File: config.mk
export PLATFORM = sky130hd
export DESIGN_NAME = hack_cpu
export DESIGN_NICKNAME = d
export VERILOG_FILES = /design/src/rtl/hack_cpu.sv
export SDC_FILE = /design/constraint.sdc
export NUM_CORES = 1
export LEC_CHECK = 0
export CAP_MARGIN = 5
export CORE_AREA = 2 2 98 100
export DETAILED_ROUTE_END_ITERATION = 16
export DIE_AREA = 0 0 100 102
export PLACE_DENSITY_LB_ADDON = 0.08
export SLEW_MARGIN = 20
export SYNTH_ARGS = -nofsm -noshare
export SYNTH_HDL_FRONTEND = slang
export SYNTH_SLANG_ARGS = --single-unit
File: constraint.sdc
create_clock -name clk -period 6 [get_ports clk]
set_input_delay 0.9 -clock clk [delete_from_list [all_inputs] [get_ports clk]]
set_output_delay 0.9 -clock clk [all_outputs]
set_load 0.01 [all_outputs]
File: src/rtl/hack_cpu.sv
// Hack CPU core. Decodes A and C instructions and holds the A, D and PC
// registers. Includes the Hack ALU and resolves jumps from the ALU zr/ng flags.
module hack_cpu #(
   parameter logic [14:0] RESET_PC = 15'h0000
) (
   input  logic        clk,
   input  logic        reset,
   input  logic        stall,
   input  logic [15:0] instruction,
   input  logic [15:0] in_m,
   output logic [15:0] out_m,
   output logic        write_m,
   output logic [14:0] address_m,
   output logic [14:0] pc
);

   logic [15:0] a_reg;
   logic [15:0] d_reg;
   logic [14:0] pc_reg;

   // decode fields
   logic        is_c;
   logic        sel_m;
   logic        zx, nx, zy, ny, fn, no;
   logic        dst_a, dst_d, dst_m;
   logic        jlt, jeq, jgt;

   assign is_c  = instruction[15];
   assign sel_m = instruction[12];
   assign zx    = instruction[11];
   assign nx    = instruction[10];
   assign zy    = instruction[9];
   assign ny    = instruction[8];
   assign fn    = instruction[7];
   assign no    = instruction[6];
   assign dst_a = instruction[5];
   assign dst_d = instruction[4];
   assign dst_m = instruction[3];
   assign jlt   = instruction[2];
   assign jeq   = instruction[1];
   assign jgt   = instruction[0];

   logic [15:0] x_in, y_in, x_pre, y_pre, alu_r, alu_out;
   logic        zr, ng, jump;
   logic [14:0] pc_inc;

   // ALU: x is D, y is A or M; the operands are the register values before this edge
   always_comb begin
      x_in    = d_reg;
      y_in    = sel_m ? in_m : a_reg;
      x_pre   = zx ? 16'h0000 : x_in;
      x_pre   = nx ? ~x_pre : x_pre;
      y_pre   = zy ? 16'h0000 : y_in;
      y_pre   = ny ? ~y_pre : y_pre;
      alu_r   = fn ? (x_pre + y_pre) : (x_pre & y_pre);
      alu_out = no ? ~alu_r : alu_r;
   end

   assign zr = (alu_out == 16'h0000);
   assign ng = alu_out[15];

   // jump resolution; 111 is unconditional because the three conditions cover every result
   always_comb begin
      jump = is_c & ((jlt & ng) | (jeq & zr) | (jgt & ~ng & ~zr));
   end

   assign pc_inc    = pc_reg + 15'd1;
   assign out_m     = alu_out;
   assign write_m   = is_c & dst_m & ~stall & ~reset;
   assign address_m = a_reg[14:0];
   assign pc        = pc_reg;

   // architectural state: reset beats stall, stall beats execute; jump target is pre-edge A
   always_ff @(posedge clk) begin
      if (reset) begin
         a_reg  <= 16'h0000;
         d_reg  <= 16'h0000;
         pc_reg <= RESET_PC;
      end else if (!stall) begin
         if (!is_c) begin
            a_reg  <= instruction;
            pc_reg <= pc_inc;
         end else begin
            if (dst_a) a_reg <= alu_out;
            if (dst_d) d_reg <= alu_out;
            pc_reg <= jump ? a_reg[14:0] : pc_inc;
         end
      end
   end

endmodule
### Yosys cells after proc, flatten, opt, wreduce, memory -nomap -nowiden

Cells that the tools add are included.

* bits in registers: 47
* input bits: 35
* output and inout port bits: 47
* logic and storage cells: 38

* $add $sub $neg: 2
* equal/unequal tests: 1
* muxes and demuxes: 11
* bitwise operators: 18
* reductions and logical operators: 3

Operator list (count)
* $mux 16: 9
* $not 16->16: 3
* $mux 15: 2
* $add 16x16->16: 1
* $and 16x16->16: 1
* $logic_not 16->1: 1
* $add 15x1->15 const B: 1
* $and 1x1->1: 8
* $not 1->1: 4
* $reduce_and 3->1: 1
* $ne 2x2->1 const B: 1
* $or 1x1->1: 2
* $reduce_and 2->1: 1

### Logic depth before layout (Yosys ltp)

* depth after elaboration: 15
* depth in mapped cells: 19
* gate-level depth less buffers: 15

### Worst setup path before layout

OpenSTA, ideal clock, no wires.

* path type: input to register
* from: in instruction[12]
* to: reg pc_reg[1] (netlist: pc[1])
* data arrival time: 5269 ps
* required time: 5859 ps
* setup slack: 590 ps
* stages: 17
* buffers on the path: 3
* cells stage by stage: clkbuf_1 clkbuf_1 mux2i_1 nor2_1 xor2_1 ha_1 and3_1 a221oi_2 mux2i_1 o21ai_0 o2bb2a_1 or4b_4 a2111o_1 o221ai_2 buf_6 nor3b_1 a2111oi_2

* word-level cells in the longest chain between the ends: 15
* elaborated cells on any way between the ends: 21
* classes of those cells: add/sub (1); mux (7); bitwise (12); reduce/logical (1)

RTL lines
* from (decl): line 9 `input logic [15:0] instruction,`
* $mux 16 (*): line 50 `y_in = sel_m ? in_m : a_reg;`
* $mux 16 (*): line 53 `y_pre = zy ? 16'h0000 : y_in;`
* $not 16->16: line 54 `y_pre = ny ? ~y_pre : y_pre;`
* $mux 16 (*): line 54
* $add 16x16->16 or $and 16x16->16 (tied branches): line 55 `alu_r = fn ? (x_pre + y_pre) : (x_pre & y_pre);`
* $mux 16 (*): line 55
* $not 16->16: line 56 `alu_out = no ? ~alu_r : alu_r;`
* $mux 16 (*): line 56
* $logic_not 16->1 or $not 1->1 (tied branches): line 59, 64
* $and 1x1->1 or $not 1->1 (tied branches): line 64 `jump = is_c & ((jlt & ng) | (jeq & zr) | (jgt & ~ng & ~zr));`
* $or 1x1->1 or $and 1x1->1 (tied branches): line 64
* $or 1x1->1 (*): line 64
* $and 1x1->1 (*): line 64
* $mux 15 (*): line 86 `pc_reg <= jump ? a_reg[14:0] : pc_inc;`
* $mux 15 (*): line 80 `if (!is_c) begin`
* to (signal assigned): line 82 `pc_reg <= pc_inc;`
* to (signal assigned): line 86
* to (decl): line 19 `logic [14:0] pc_reg;`

Every way passes the cells marked *; elsewhere a longest branch is shown, timed or not.
A chain may end at the register's enable or synchronous reset.

### Final worst setup path

* from: in instruction[12]
* to: out out_m[14]

* word-level cells in the longest chain between the ends: 8
* elaborated cells on any way between the ends: 9
* classes of those cells: add/sub (1); mux (5); bitwise (3)

RTL lines
* $mux 16 (*): line 50
* $mux 16 (*): line 53
* $not 16->16: line 54
* $mux 16 (*): line 54
* $add 16x16->16 or $and 16x16->16 (tied branches): line 55
* $mux 16 (*): line 55
* $not 16->16: line 56
* $mux 16 (*): line 56
* to (decl): line 11 `output logic [15:0] out_m,`

Marks and branches as above.

==> impl_metrics.tcl <==
set metrics [dict create \
    status "completed" \
    place.gp.congestion 0.8958 \
    setup_viol 0 \
    grt_pass1_vias 4013 \
    hold_viol_final 0 \
    synth_ff_type "dfxtp_1" \
    cts-root-buf "clkbuf_8" \
    relSlewSlack 0.2769 \
    cts_hold_buf 0 \
    peakVddDrop_uv 90.92 \
    start_kind "input pin" \
    cts_made_buffers 5 \
    syn_nets 630 \
    fin_skew_ns 0.004358 \
    setup.worst_path.end_class "output pin" \
    synthArstFlopShare 0 \
    critPathKind "input pin to output pin" \
    postLayoutCoreUtil 0.5918 \
    worst_pin_slew_ns 1.085 \
    hp-class "flip-flop to flip-flop" \
    ys_ff_latch 47 \
    power_density_nw_per_um2 212.8 \
    die_x_um 100 \
    syn_area_per_cell_um2 7.741 \
    nets 682 \
    crit_end "out_m[14]" \
    instances_no_fill 741 \
    maxSlewViolCount 0 \
    gr-usage-met1 0.3392 \
    r2r_start "a_reg[0]" \
    fillers 872 \
    grtUsageMet2 0.4059 \
    startpoint "instruction[12]" \
    coreArea_um2 9109 \
    final_antenna_net_count 0 \
    rsz0062_at_grt "no" \
    grt-ovfl-total 0 \
    stdcell_area_um2 5390 \
    grt_pass1_wl_mm 19.93 \
    postRouteWirelength_mm 12.18 \
    viasPerCell 5.769 \
    n_antenna_cell 0 \
    syn2layout_area_growth_pct 20.67 \
    initialDrtViolationCount 162 \
    ios 82 \
    cp.required_ns 5.10 \
    drc_errors 0 \
    drv_cap 0 \
    leakage_nw 1.982 \
    cts.sinks 47 \
    clock_latency_ns 0.30 \
    fin_crit_sh 0.9448 \
    dieHeight_um 102 \
    post-route-min-period_ns 5.669 \
    antenna_found_initial 0 \
    synth_area_um2 4467 \
    htree_levels 2 \
    die_area_um2 10200 \
    max_freq_mhz 176.4 \
    num_vias 4275 \
    use_met3 0.01984 \
    totalNegativeSetupSlack_ns 0 \
    crit_arrival_ns 4.77 \
    grt_busiest_layer "met2" \
    yosysSeqAreaShare 0.2106 \
    yosysWarnings 0 \
    wl_per_cell_um 16.43 \
    dr.pass1.iters 4 \
    yosysUniqueCellTypes 68 \
    hold_depth 2 \
    start_util 0.4904 \
    synthCells 577 \
    clock_path_buffers 2 \
    portBuffers 81 \
    dpl.cell_count 733 \
    cts_tree "built" \
    clk_pin_slew_ns 0.09 \
    regToRegSetupSlack_ns 1.44 \
    grt_max_degree 50 \
    track_usage 0.2404 \
    cp_max_fo 11 \
    ff2ff_path_depth 17 \
    num_rows 35 \
    postPlaceCellArea_um2 5275 \
    r2r_end "pc[1]" \
    synth_edf_count 0 \
    holdWs_ns 0.4596 \
    drive_above_1_share 0.08254 \
    hpwl_mm 9.128 \
]
==> what timing repair did <==
action | in CTS | in global routing
setup buffers | 0 | 0
gates resized for setup | 0 | 3
endpoints found under the setup margin | 0 | 3
==> cell usage after synthesis (6+ instances only) <==
cell | number | area (um^2)
nor3_1 | 16 | 80.08
nor2_1 | 54 | 202.7
ha_1 | 17 | 212.7
nand3b_1 | 14 | 105.1
mux2i_1 | 34 | 340.3
and3_1 | 9 | 56.30
xor2_1 | 18 | 157.7
nand3_1 | 19 | 95.09
a211oi_1 | 18 | 135.1
buf_4 | 15 | 112.6
clkbuf_1 | 26 | 97.59
a21o_1 | 6 | 45.04
nand2_1 | 64 | 240.2
nand2b_1 | 20 | 125.1
o21ai_0 | 8 | 40.04
a21oi_1 | 32 | 160.2
nor2b_1 | 9 | 56.30
inv_1 | 7 | 26.28
or3b_1 | 14 | 122.6
and2_1 | 7 | 43.79
dfxtp_1 | 47 | 940.9
xnor2_1 | 30 | 262.8
a41oi_2 | 8 | 130.1
a31oi_1 | 9 | 56.30
==> per-layer routing <==
metal	wire length, um	vias up	share of wire
met1	6008	2043	0.49
met4	112	0	0.0092
met5	0	-	0
met3	294	7	0.024
li1	-	2159	-
met2	5762	66	0.47
==> worst min-delay path by stage <==
stage               startpoint       end  slack, ns
floorplan             d_reg[0]  d_reg[0]       0.44
global placement      d_reg[4]  d_reg[4]       0.44
detailed placement    d_reg[7]  d_reg[7]       0.45
CTS                   d_reg[7]  d_reg[7]       0.46
global route          d_reg[4]  d_reg[4]       0.47
finish                d_reg[4]  d_reg[4]       0.46
==> final cells by class <==
cell class                 count  area, um^2  area share
sequential                    47       940.9      0.1746
clock buffer                   6       82.58     0.01532
timing repair buffer          99       948.4      0.1760
multi-input combinational    467        3229      0.5991
inverter                       9       33.78    0.006267
tap                          111       138.9     0.02577
clock inverter                 2       16.27    0.003018
==> power by group <==
group          internal, mW  switching (mW)  total [mW]
combinational         0.272           0.309       0.582
clock                0.0943           0.117       0.211
sequential            0.334          0.0210       0.355
==> layout by cell type, fill, tap and decap left out, types with 9 or more instances in the layout <==
| master | n |
|---|---|
| nand2b_1 | 20 |
| nand3b_1 | 14 |
| ha_1 | 17 |
| a31oi_1 | 9 |
| buf_4 | 17 |
| dfxtp_1 | 47 |
| a211oi_1 | 17 |
| xor2_1 | 18 |
| nor2b_1 | 9 |
| nor2_1 | 54 |
| nand2_1 | 64 |
| and3_1 | 9 |
| nand3_1 | 19 |
| or3b_1 | 14 |
| xnor2_1 | 29 |
| a21oi_1 | 31 |
| clkdlybuf4s50_1 | 79 |
| nor3_1 | 16 |
| mux2i_1 | 34 |
==> worst max-delay path, stage by stage <==
cell and delay (ns):
clkdlybuf4s50_1 0.49, buf_4 0.17, buf_4 0.23, mux2i_1 0.22, nor2_1 0.07, xor2_1 0.20, ha_1 0.29, buf_4 0.16
a221oi_2 0.24, buf_4 0.19, o2111ai_1 0.17, and4b_1 0.25, nor4_1 0.46, nor2_1 0.19, clkdlybuf4s50_1 0.52
==> metrics by stage <==
stage	total power, mW	setup WS, ns
floorplan	0.7310	0.5897
global placement	0.9282	0.3080
detailed placement	0.9353	0.2333
finish	1.147	0.3313
CTS	1.145	0.2936
global route	1.219	0.07105
==> cells by family (layout without fill, tap and decap cells) <==
kind of cell             Yosys count  after routing  synth area share
AND/OR/NAND/NOR                  251            251            0.2955
AO/OA/AOI/OAI                    115            115            0.1969
buffers and inverters             63            116           0.07199
XOR/XNOR                          48             48           0.09412
flip-flops                        47             47            0.2106
multiplexers                      35             35           0.07871
adder cells (fa/ha/maj)           18             18           0.05210
Note: power is estimated with default switching activity, not from simulation.
